### config.mk
export PLATFORM = sky130hd
export DESIGN_NAME = uart_rx_ctrl
export DESIGN_NICKNAME = d
export VERILOG_FILES = /design/src/rtl/uart_rx_pkg.sv /design/src/rtl/uart_rx_ctrl_edge_bit_counter.sv /design/src/rtl/uart_rx_ctrl.sv
export SDC_FILE = /design/constraint.sdc
export NUM_CORES = 1
export LEC_CHECK = 0
export ABC_AREA = 1
export CAP_MARGIN = 20
export CORE_ASPECT_RATIO = 1.4
export CORE_MARGIN = 5
export CORE_UTILIZATION = 50
export CTS_BUF_LIST = sky130_fd_sc_hd__clkbuf_8
export DETAILED_ROUTE_END_ITERATION = 12
export GPL_ROUTABILITY_DRIVEN = 1
export PLACE_DENSITY_LB_ADDON = 0.3
export SLEW_MARGIN = 20
export SYNTH_ARGS = -nofsm -noshare
export SYNTH_HDL_FRONTEND = slang
export SYNTH_SLANG_ARGS = --single-unit
### constraint.sdc
create_clock -name CLK -period 5.3 [get_ports CLK]
set_clock_uncertainty 0.15 [all_clocks]
set_input_delay 1.06 -clock CLK [delete_from_list [all_inputs] [get_ports CLK]]
set_output_delay 1.06 -clock CLK [all_outputs]
set_load 0.02 [all_outputs]
### src/rtl/uart_rx_pkg.sv
// Shared definitions for the UART receive controller: FSM state encoding,
// frame bit positions and the supported oversampling ratios.
package uart_rx_pkg;

   typedef enum logic [2:0] {
      IDLE   = 3'd0,
      START  = 3'd1,
      DATA   = 3'd2,
      PARITY = 3'd3,
      STOP   = 3'd4,
      DONE   = 3'd5
   } rx_state_e;

   localparam int unsigned START_BIT     = 1;
   localparam int unsigned LAST_DATA_BIT = 9;
   localparam int unsigned PARITY_BIT    = 10;

   localparam int unsigned PRESCALE_8  = 8;
   localparam int unsigned PRESCALE_16 = 16;
   localparam int unsigned PRESCALE_32 = 32;

endpackage

### src/rtl/uart_rx_ctrl_edge_bit_counter.sv
// Oversample edge counter and frame bit counter. Both counters sit at zero
// whenever the controller is not inside a frame.
module edge_bit_counter
   import uart_rx_pkg::*;
#(
   parameter int PRESCALE_WIDTH = 6,
   parameter int BIT_CNT_WIDTH  = 4
) (
   input  logic                      clk,
   input  logic                      rst_n,
   input  logic                      enable,
   input  logic                      reload,
   input  logic [PRESCALE_WIDTH-1:0] prescale,
   output logic [PRESCALE_WIDTH-1:0] edge_cnt,
   output logic [BIT_CNT_WIDTH-1:0]  bit_cnt,
   output logic                      bit_end
);

   localparam logic [PRESCALE_WIDTH-1:0] EDGE_ONE  = PRESCALE_WIDTH'(1);
   localparam logic [BIT_CNT_WIDTH-1:0]  BIT_ONE   = BIT_CNT_WIDTH'(1);
   localparam logic [BIT_CNT_WIDTH-1:0]  BIT_FIRST = BIT_CNT_WIDTH'(START_BIT);

   // Not gated by enable so the FSM can use it without a combinational loop
   // through its next-state decode.
   assign bit_end = (edge_cnt == prescale - EDGE_ONE);

   always_ff @(posedge clk or negedge rst_n) begin
      if (!rst_n) begin
         edge_cnt <= '0;
         bit_cnt  <= '0;
      end else if (reload) begin
         edge_cnt <= '0;
         bit_cnt  <= BIT_FIRST;
      end else if (enable) begin
         if (bit_end) begin
            edge_cnt <= '0;
            bit_cnt  <= bit_cnt + BIT_ONE;
         end else begin
            edge_cnt <= edge_cnt + EDGE_ONE;
         end
      end else begin
         edge_cnt <= '0;
         bit_cnt  <= '0;
      end
   end

endmodule

### src/rtl/uart_rx_ctrl.sv
// UART receive controller: sequences start/data/parity/stop bits, drives the
// sampler, deserializer and checker enables, and flags accepted frames.
module uart_rx_ctrl
   import uart_rx_pkg::*;
#(
   parameter int PRESCALE_WIDTH = 6,
   parameter int BIT_CNT_WIDTH  = 4
) (
   input  logic                      CLK,
   input  logic                      RST,
   input  logic                      RX_IN,
   input  logic [PRESCALE_WIDTH-1:0] prescale,
   input  logic                      PAR_EN,
   input  logic                      strt_glitch,
   input  logic                      par_err,
   input  logic                      stp_err,
   output logic [PRESCALE_WIDTH-1:0] edge_cnt,
   output logic [BIT_CNT_WIDTH-1:0]  bit_cnt,
   output logic                      dat_samp_en,
   output logic                      deser_en,
   output logic                      strt_chk_en,
   output logic                      par_chk_en,
   output logic                      stp_chk_en,
   output logic                      data_valid,
   output logic                      busy
);

   rx_state_e                 state, next_state;
   logic [PRESCALE_WIDTH-1:0] prescale_lat;
   logic                      par_en_lat;
   logic                      frame_err;
   logic                      reload;
   logic                      count_en;
   logic                      bit_end_raw;
   logic                      bit_end;
   logic                      in_frame;

   assign in_frame = (state inside {START, DATA, PARITY, STOP});
   assign reload   = (state inside {IDLE, DONE}) && !RX_IN;
   assign count_en = (next_state inside {START, DATA, PARITY, STOP});
   assign bit_end  = bit_end_raw && in_frame;

   edge_bit_counter #(
      .PRESCALE_WIDTH (PRESCALE_WIDTH),
      .BIT_CNT_WIDTH  (BIT_CNT_WIDTH)
   ) u_counter (
      .clk      (CLK),
      .rst_n    (RST),
      .enable   (count_en),
      .reload   (reload),
      .prescale (prescale_lat),
      .edge_cnt (edge_cnt),
      .bit_cnt  (bit_cnt),
      .bit_end  (bit_end_raw)
   );

   always_ff @(posedge CLK or negedge RST) begin
      if (!RST) begin
         state <= IDLE;
      end else begin
         state <= next_state;
      end
   end

   // Frame settings are captured when a frame begins so the line can be
   // reconfigured mid-frame; the error flag is sticky until the next start.
   always_ff @(posedge CLK or negedge RST) begin
      if (!RST) begin
         prescale_lat <= PRESCALE_WIDTH'(PRESCALE_8);
         par_en_lat   <= 1'b0;
         frame_err    <= 1'b0;
      end else if (reload) begin
         prescale_lat <= prescale;
         par_en_lat   <= PAR_EN;
         frame_err    <= 1'b0;
      end else if (bit_end && ((state == PARITY && par_err) || (state == STOP && stp_err))) begin
         frame_err <= 1'b1;
      end
   end

   always_comb begin
      next_state = state;
      case (state)
         IDLE:   if (!RX_IN) next_state = START;
         START:  if (bit_end) next_state = strt_glitch ? IDLE : DATA;
         DATA: begin
            if (bit_end && bit_cnt == BIT_CNT_WIDTH'(LAST_DATA_BIT)) begin
               next_state = par_en_lat ? PARITY : STOP;
            end
         end
         PARITY: if (bit_end) next_state = STOP;
         STOP:   if (bit_end) next_state = DONE;
         DONE:   next_state = RX_IN ? IDLE : START;
         default: next_state = IDLE;
      endcase
   end

   always_comb begin
      dat_samp_en = in_frame;
      deser_en    = (state == DATA);
      strt_chk_en = (state == START);
      par_chk_en  = (state == PARITY);
      stp_chk_en  = (state == STOP);
      data_valid  = (state == DONE) && !frame_err;
      busy        = (state != IDLE);
   end

endmodule

==> results.rst, run 1 <==
.. list-table::
   :header-rows: 1

   * - Metric
     - Value
   * - Final min period
     - approximately 3.0 ns
   * - Final-layout worst hold slack
     - 0.353 ns
   * - Class of the most critical setup path
     - reg2out
   * - Number of setup buffers added after CTS
     - 0
   * - Worst relative slew slack
     - 35.7%
   * - Setup ws final
     - 2.26 ns
   * - Top area cells in the synthesized netlist
     - sky130_fd_sc_hd__dfrtp_1, sky130_fd_sc_hd__nand2_1, sky130_fd_sc_hd__inv_1
   * - Number of placed I/O pins
     - 30
   * - Area share of the largest cell type after synthesis
     - a little over a third
   * - Congestion Overflow GR
     - 0
   * - Number of max-cap violations
     - 0
   * - Peak Freq
     - around 330 MHz
   * - Final clock period utilization by the worst path
     - 57.5%
   * - Final Max Slew Viols
     - 0
   * - Placeable core region
     - 2640 sq um
   * - RSZ-0062 raised after global routing
     - false
   * - Area enclosed by the die boundary
     - 3960 sq um
   * - Buffers added on ports
     - 29
   * - Pin count of the biggest net entering global routing
     - 22
   * - Hold violation count in the final report
     - 0
   * - Hpwl dp
     - 2350 um
   * - Number of inserted diodes
     - 0
   * - Fraction of final layout cells sized beyond drive strength 1
     - a little under an eighth
   * - Mapped cell area
     - 1400 sq um
   * - Number of buffers added by the clock tree synthesis step
     - 3
   * - Transition time at the pin with the least slew margin
     - 0.961 ns
   * - Post-place instance area
     - 1720 sq um
   * - Gpl congestion
     - 0.837
   * - Core utilization of the finished layout
     - 66.8%
   * - Effective utilization at floorplan
     - around 53%
   * - Clock edge transition at the registers on the reported setup and hold paths
     - 0.08 ns
   * - H-Tree Depth
     - 1
   * - DIE HEIGHT
     - 72.5 um
   * - Cell Rows
     - 22
   * - Min-Delay Path Class
     - reg2reg
   * - Resized cells post-CTS
     - 0
   * - Total length of routed wires
     - 3050 um
   * - Wire length of the first global-routing pass
     - roughly 5200 um
   * - Die X-Extent
     - 54.6 um
   * - Vias per inst
     - 4.94
   * - Leak Pwr
     - 0.904 nW
   * - Worst endpoint required time
     - 4.09 ns
   * - Placed cell count
     - 259
   * - Highest ir drop seen on vdd
     - 334 uV
   * - Sum of negative setup slack
     - 0 ns
   * - Final standard cell area without fillers
     - around 1800 sq um
   * - Total via count after detailed routing
     - 1300
   * - 1st-iter DRT viols
     - 19
   * - Post-synthesis register bit count
     - 21
   * - Total Routing Usage GR
     - between 10% and 20%
   * - Number of buffers added to fix hold violations after cts
     - 0
   * - Worst endpoint data arrival time
     - 1.83 ns
   * - Unique masters post-synth
     - 29
   * - Via count of the first global-routing pass
     - 1245
   * - Finish-stage setup viols
     - 0
   * - Detailed-route wire length per cell
     - 11.6 um
   * - DRC violation count after routing
     - 0
   * - Number of antenna violations at the first check in global routing
     - 0
   * - Top cell type by total area after synthesis
     - sky130_fd_sc_hd__dfrtp_1
   * - Worst setup SP type
     - register
   * - Pre-CTS setup slack
     - 2.48 ns
   * - Worst setup EP type
     - output pin
   * - Nets in the synthesized netlist
     - 213
   * - Clock latency on the worst-skew pair
     - 0.26 ns
   * - Outcome
     - complete, no violations
   * - Mean Syn Cell Area
     - 7.12 sq um
   * - Number of nets with antenna violations after detailed routing
     - 0
   * - Non-Filler Instances
     - 263
   * - Cell chosen for the clock root
     - sky130_fd_sc_hd__clkbuf_8
   * - Net total in the final layout
     - 245
   * - TritonCTS clock tree
     - done
   * - Pwr/cell area
     - 494 nW/um^2
   * - Area growth, synth to finish
     - 26.5%
   * - Detailed-routing iteration count for the pre-antenna-repair pass
     - 4
   * - Post-synthesis instance total
     - between 150 and 200
   * - Sequential share of the synthesized area
     - 37.8%
   * - Buffers from clock root to sink, at most
     - 2
   * - Total Power
     - ~870 uW
   * - Number of sinks handled by clock tree synthesis
     - 21
   * - Warnings from Yosys
     - 0
   * - Largest driver fanout on the critical path
     - 5
[path summary, 6_finish.rpt]
| path | from | to | slack [ns] | depth (start not counted) |
|---|---|---|---|---|
| worst max-delay path | state[2]$_DFF_PN0_ | par_chk_en | 2.26 | 4 |
| worst min-delay path | prescale_lat[5]$_DFFE_PN0P_ | prescale_lat[5]$_DFFE_PN0P_ | 0.35 | 2 |
| worst max register to register | prescale_lat[0]$_DFFE_PN0P_ | u_counter.bit_cnt[3]$_DFFE_PN0P_ | 2.75 | 16 |
| worst min register to register | prescale_lat[5]$_DFFE_PN0P_ | prescale_lat[5]$_DFFE_PN0P_ | 0.35 | 2 |
| max in group asynchronous | RST | u_counter.edge_cnt[1]$_DFF_PN0_ | 3.24 | 1 |
| min in group asynchronous | RST | prescale_lat[4]$_DFFE_PN0P_ | 1.18 | 1 |
[logic make-up (layout without fill, tap and decap cells)]
logic type      after synthesis  after routing  synth area share, %
compound gates               16             16                 6.28
xor+xnor                      4              4                 2.51
fa+ha+maj                     4              4                 3.59
buf+inv                      39             70                 11.0
flops                        21             21                 37.8
simple gates                112            112                 38.8
[layout make-up]
cell class	count	area (sq um)
Clock buffer	3	41.3
Tap cell	36	45.0
Timing Repair Buffer	30	298
Sequential cell	21	527
Clock inverter	1	3.75
Fill cell	241	878
Multi-Input combinational cell	136	714
Inverter	36	135
[flip-flops by register name, summed over array words and instances (netlist names)]
name and cells:
prescale_lat 6, u_counter.bit_cnt 4, state 3, frame_err 1, u_counter.edge_cnt 6, par_en_lat 1
[power by group]
group          switching, mW  total, mW  internal (mW)
sequential            0.0532      0.266          0.213
clock                 0.0526      0.104         0.0517
combinational          0.303      0.501          0.198
[critical path, cell delays in order (launching register included)]
cell and delay, ns:
sky130_fd_sc_hd__dfrtp_1 0.43, sky130_fd_sc_hd__nor2_1 0.16, sky130_fd_sc_hd__inv_1 0.07, sky130_fd_sc_hd__nor2_1 0.24, sky130_fd_sc_hd__clkdlybuf4s50_1 0.67
[synthesized netlist by cell type]
master                     instances
sky130_fd_sc_hd__and3b_1           1
sky130_fd_sc_hd__o21ai_0           8
sky130_fd_sc_hd__a22o_1            1
sky130_fd_sc_hd__a21oi_1           4
sky130_fd_sc_hd__dfstp_2           1
sky130_fd_sc_hd__nand2_4           1
sky130_fd_sc_hd__xnor2_1           1
sky130_fd_sc_hd__nand3b_2          1
sky130_fd_sc_hd__nor3_1            1
sky130_fd_sc_hd__inv_1            32
sky130_fd_sc_hd__nand4_1           2
sky130_fd_sc_hd__nand2_1          52
sky130_fd_sc_hd__clkbuf_1          2
sky130_fd_sc_hd__nand4_2           1
sky130_fd_sc_hd__ha_1              4
sky130_fd_sc_hd__dfrtp_1          20
sky130_fd_sc_hd__nand2_2           4
sky130_fd_sc_hd__nor2_1           21
sky130_fd_sc_hd__nand3_1          17
sky130_fd_sc_hd__inv_2             4
sky130_fd_sc_hd__o21ai_1           2
sky130_fd_sc_hd__nand3b_1          2
sky130_fd_sc_hd__buf_6             1
sky130_fd_sc_hd__nor3_2            1
sky130_fd_sc_hd__o21ai_2           1
sky130_fd_sc_hd__nor2_2            3
sky130_fd_sc_hd__xor2_1            3
sky130_fd_sc_hd__nor2_4            2
sky130_fd_sc_hd__nand3_2           3
[layout by cell type (no fill, tap or decap), types with 2 or more instances in the layout]
master                            count
sky130_fd_sc_hd__nand3_1             17
sky130_fd_sc_hd__inv_2                4
sky130_fd_sc_hd__inv_1               33
sky130_fd_sc_hd__nand3b_1             2
sky130_fd_sc_hd__xor2_1               3
sky130_fd_sc_hd__nor2_1              21
sky130_fd_sc_hd__nand4_1              2
sky130_fd_sc_hd__a21oi_1              4
sky130_fd_sc_hd__dfrtp_1             20
sky130_fd_sc_hd__nor2_2               3
sky130_fd_sc_hd__ha_1                 4
sky130_fd_sc_hd__nand3_2              3
sky130_fd_sc_hd__clkbuf_8             3
sky130_fd_sc_hd__clkdlybuf4s50_1     29
sky130_fd_sc_hd__o21ai_1              2
sky130_fd_sc_hd__nand2_2              4
sky130_fd_sc_hd__nand2_1             52
sky130_fd_sc_hd__o21ai_0              8
sky130_fd_sc_hd__nor2_4               2
[layer usage]
metal  routed length, um  up-vias  global-route usage [%]
met5                   0        -                       0
met4                  67        0                    7.48
met3                  85        7                    2.05
met2                1570       30                    30.7
met1                1320      592                    21.2
li1                    -      671                       -
Power figures use the tool's default switching activity.
==> run 2, diff against run 1 <==
Settings changed: CORE_UTILIZATION 50 to 47.
Clock period 5.3 ns to 2.58 ns, I/O delays scaled along.
==> results.rst, run 2 (synthesized netlist as in run 1, its figures left out) <==
.. list-table::
   :header-rows: 1

   * - Metric
     - Value
   * - Number of antenna violations at the first check in global routing
     - 0 (unchanged)
   * - 1st-iter DRT viols
     - 38 (+19)
   * - Finish-stage setup viols
     - 0 (unchanged)
   * - DRC violation count after routing
     - 0 (unchanged)
   * - Vias per inst
     - 4.96 (+0.25%)
   * - Placed cell count
     - 264 (+1.9%)
   * - Number of buffers added by the clock tree synthesis step
     - 3 (unchanged)
   * - Cell internal pwr
     - 967 uW (+110%)
   * - R2R setup slack
     - 0.29 ns (-2.46 ns)
   * - Number of nets with antenna violations after detailed routing
     - 0 (unchanged)
   * - Family of cells with the greatest summed delay on the critical path
     - buffers and inverters
   * - Power share of the combinational group
     - 58.3% (+0.8 points)
   * - WP buf/inv
     - 2 (unchanged)
   * - DIE HEIGHT
     - 74.5 um (+2.7%)
   * - Detailed-routing iteration count for the pre-antenna-repair pass
     - 4 (unchanged)
   * - Cell count along the critical path
     - 4 (unchanged)
   * - H-Tree Depth
     - 1 (unchanged)
   * - Number of inserted diodes
     - 0 (unchanged)
   * - Peak Freq
     - 407 MHz
   * - Clock edge transition at the registers on the reported setup and hold paths
     - 0.08 ns (about the same)
   * - Worst endpoint data arrival time
     - 1.79 ns (-0.04 ns)
   * - Leak Pwr
     - 0.949 nW (+5.0%)
   * - Buffers added on ports
     - 29 (unchanged)
   * - Placeable core region
     - 2850 sq um (+7.8%)
   * - Number of buffers added to fix hold violations after cts
     - 0 (unchanged)
   * - Worst r2r dst
     - u_counter.bit_cnt[2]$_DFFE_PN0P_
   * - Registers with the most flip-flops
     - prescale_lat: 6 flops, u_counter.edge_cnt: 6 flops, u_counter.bit_cnt: 4 flops
   * - Total Power
     - 1.85 mW (+110%)
   * - Worst endpoint required time
     - 1.91 ns (-2.18 ns)
   * - Worst setup SP type
     - register
   * - Die X-Extent
     - 56.0 um (+2.6%)
   * - Effective utilization at floorplan
     - 49.0% (-3.8 points)
   * - Final min period
     - 2.46 ns
   * - Number of max-cap violations
     - 0 (unchanged)
   * - Hold violation count in the final report
     - 0 (unchanged)
   * - Most frequent cells in the layout
     - sky130_fd_sc_hd__nand2_1, sky130_fd_sc_hd__inv_1, sky130_fd_sc_hd__clkdlybuf4s50_1
   * - Class of the most critical setup path
     - reg2out
   * - Net total in the final layout
     - 249 (+1.6%)
   * - Sequential fraction of design power
     - 29.9% (-0.6 points)
   * - Outcome
     - complete, no violations
   * - Final clock period utilization by the worst path
     - 95.2%
   * - Total length of routed wires
     - 3260 um (+6.9%)
   * - Area growth, synth to finish
     - 30.4%
   * - Reg2reg path depth
     - 16 (unchanged)
   * - Clock latency on the worst-skew pair
     - 0.26 ns (about the same)
   * - End point of the critical path
     - par_chk_en
   * - Detailed-route wire length per cell
     - 12.2 um (+4.9%)
   * - Top cell by count, worst path
     - sky130_fd_sc_hd__nor2_1
   * - Clk network pwr share
     - 11.8% (-0.2 points)
   * - Pin count of the biggest net entering global routing
     - 22 (unchanged)
   * - Core utilization of the finished layout
     - 63.9% (-2.9 points)
   * - Start point of the critical path
     - state[2]$_DFF_PN0_
   * - Switching power share of the total
     - 47.9% (+0.92 points)
   * - Most common cell after layout, fill and taps aside
     - sky130_fd_sc_hd__nand2_1
   * - Fraction of final layout cells sized beyond drive strength 1
     - 13.9% (+2.4 points)
   * - Pwr/cell area
     - 1020 nW/um^2 (+110%)
   * - Min-Delay Path Class
     - reg2reg
   * - TritonCTS clock tree
     - done
   * - Gpl congestion
     - 0.889 (+6.3%)
   * - Area enclosed by the die boundary
     - 4170 sq um (+5.4%)
   * - Critical Path, Cell by Cell
     - nor2_1 > inv_1 > nor2_1 > clkdlybuf4s50_1
   * - Number of placed I/O pins
     - 30 (unchanged)
   * - Worst setup EP type
     - output pin
   * - Launching point of the worst reg2reg path
     - prescale_lat[0]$_DFFE_PN0P_
   * - Total Routing Usage GR
     - 17.0% (-0.73 points)
   * - Worst relative slew slack
     - 75.6% (+40 points)
   * - Non-Filler Instances
     - 268 (+1.9%)
   * - Buffers from clock root to sink, at most
     - 2 (unchanged)
   * - Via count of the first global-routing pass
     - 1319 (+5.9%)
   * - Transition time at the pin with the least slew margin
     - 0.364 ns (-0.597 ns)
   * - Slowest cell delay on critical path
     - 0.64 ns (-0.03 ns)
   * - Largest driver fanout on the critical path
     - 5 (unchanged)
   * - Total via count after detailed routing
     - 1328 (+2.2%)
   * - Power dissipated by switching net loads
     - 887 uW (+120%)
   * - Congestion Overflow GR
     - 0 (unchanged)
   * - Hpwl dp
     - 2470 um (+5.4%)
   * - Cell Rows
     - 23 (+4.5%)
   * - Number of sinks handled by clock tree synthesis
     - 21 (unchanged)
   * - Final Max Slew Viols
     - 0 (unchanged)
   * - Wire length of the first global-routing pass
     - 5660 um (+8.3%)
   * - Cell chosen for the clock root
     - sky130_fd_sc_hd__clkbuf_8
   * - Sum of negative setup slack
     - 0 ns (unchanged)
   * - Crit-path slowest cell
     - sky130_fd_sc_hd__clkdlybuf4s50_1
   * - Highest ir drop seen on vdd
     - 778 uV (+130%)
[run 2: area by class of cell]
| type | instances | area [sq um] |
|---|---|---|
| clock buffer | 3 | 41.3 |
| clock inverter | 1 | 5.00 |
| fill | 252 | 1030 |
| inverter | 36 | 135 |
| multi-input combinational | 136 | 732 |
| sequential | 21 | 527 |
| tap | 37 | 46.3 |
| timing repair buffer | 34 | 333 |
[run 2: worst min path at each step]
stage / end / cells past startpoint / startpoint / slack (ns)
2_1_floorplan: frame_err$_DFFE_PN0P_ / 0 / RST / 0.07
3_3_place_gp: prescale_lat[5]$_DFFE_PN0P_ / 2 / prescale_lat[5]$_DFFE_PN0P_ / 0.33
3_5_place_dp: prescale_lat[5]$_DFFE_PN0P_ / 2 / prescale_lat[5]$_DFFE_PN0P_ / 0.33
4_1_cts: prescale_lat[5]$_DFFE_PN0P_ / 2 / prescale_lat[5]$_DFFE_PN0P_ / 0.35
5_1_grt: prescale_lat[5]$_DFFE_PN0P_ / 2 / prescale_lat[5]$_DFFE_PN0P_ / 0.37
6_report: prescale_lat[5]$_DFFE_PN0P_ / 2 / prescale_lat[5]$_DFFE_PN0P_ / 0.35
[run 2: worst reg2reg max path, cell delays in order, from the launching register on]
cell                      delay (ns)
sky130_fd_sc_hd__dfrtp_1        0.39
sky130_fd_sc_hd__inv_2          0.10
sky130_fd_sc_hd__ha_1           0.22
sky130_fd_sc_hd__inv_1          0.07
sky130_fd_sc_hd__nand2_1        0.07
sky130_fd_sc_hd__nand3_1        0.06
sky130_fd_sc_hd__nand2_1        0.09
sky130_fd_sc_hd__nand2_2        0.06
sky130_fd_sc_hd__nor2_4         0.14
sky130_fd_sc_hd__nand3_4        0.12
sky130_fd_sc_hd__nor2_4         0.12
sky130_fd_sc_hd__nand3_1        0.11
sky130_fd_sc_hd__o21ai_2        0.18
sky130_fd_sc_hd__inv_2          0.06
sky130_fd_sc_hd__nand2_4        0.11
sky130_fd_sc_hd__nand3_2        0.09
sky130_fd_sc_hd__nor2_1         0.09
[run 2: metal layers]
metal | GRT usage, % | up-vias | wire (um)
li1 | - | 682 | -
met1 | 20.0 | 608 | 1360
met2 | 30.7 | 34 | 1680
met3 | 3.99 | 4 | 189
met4 | 5.54 | 0 | 31
met5 | 0 | - | 0
[run 2: power groups by stage]
stage / sequential [mW] / combinational (mW) / clock, mW
2_1_floorplan: 0.568 / 0.721 / 0
3_3_place_gp: 0.558 / 1.04 / 0
3_5_place_dp: 0.557 / 1.06 / 0
4_1_cts: 0.554 / 1.07 / 0.224
5_1_grt: 0.567 / 1.22 / 0.240
6_report: 0.554 / 1.08 / 0.219
[run 2: stage by stage]
step	worst slack [ns]	instance area (sq um)	hold WS (ns)
floorplan	0.405	1400	0.0704
global placement	0.312	1750	0.332
detailed placement	0.248	1750	0.334
CTS	0.0729	1800	0.354
global route	-0.0615	1820	0.373
finish	0.123	1820	0.349
[run 2: repair_timing]
item	in CTS	in global routing
resized for setup	0	5
endpoints found under the setup margin	0	12
setup buffers	0	0
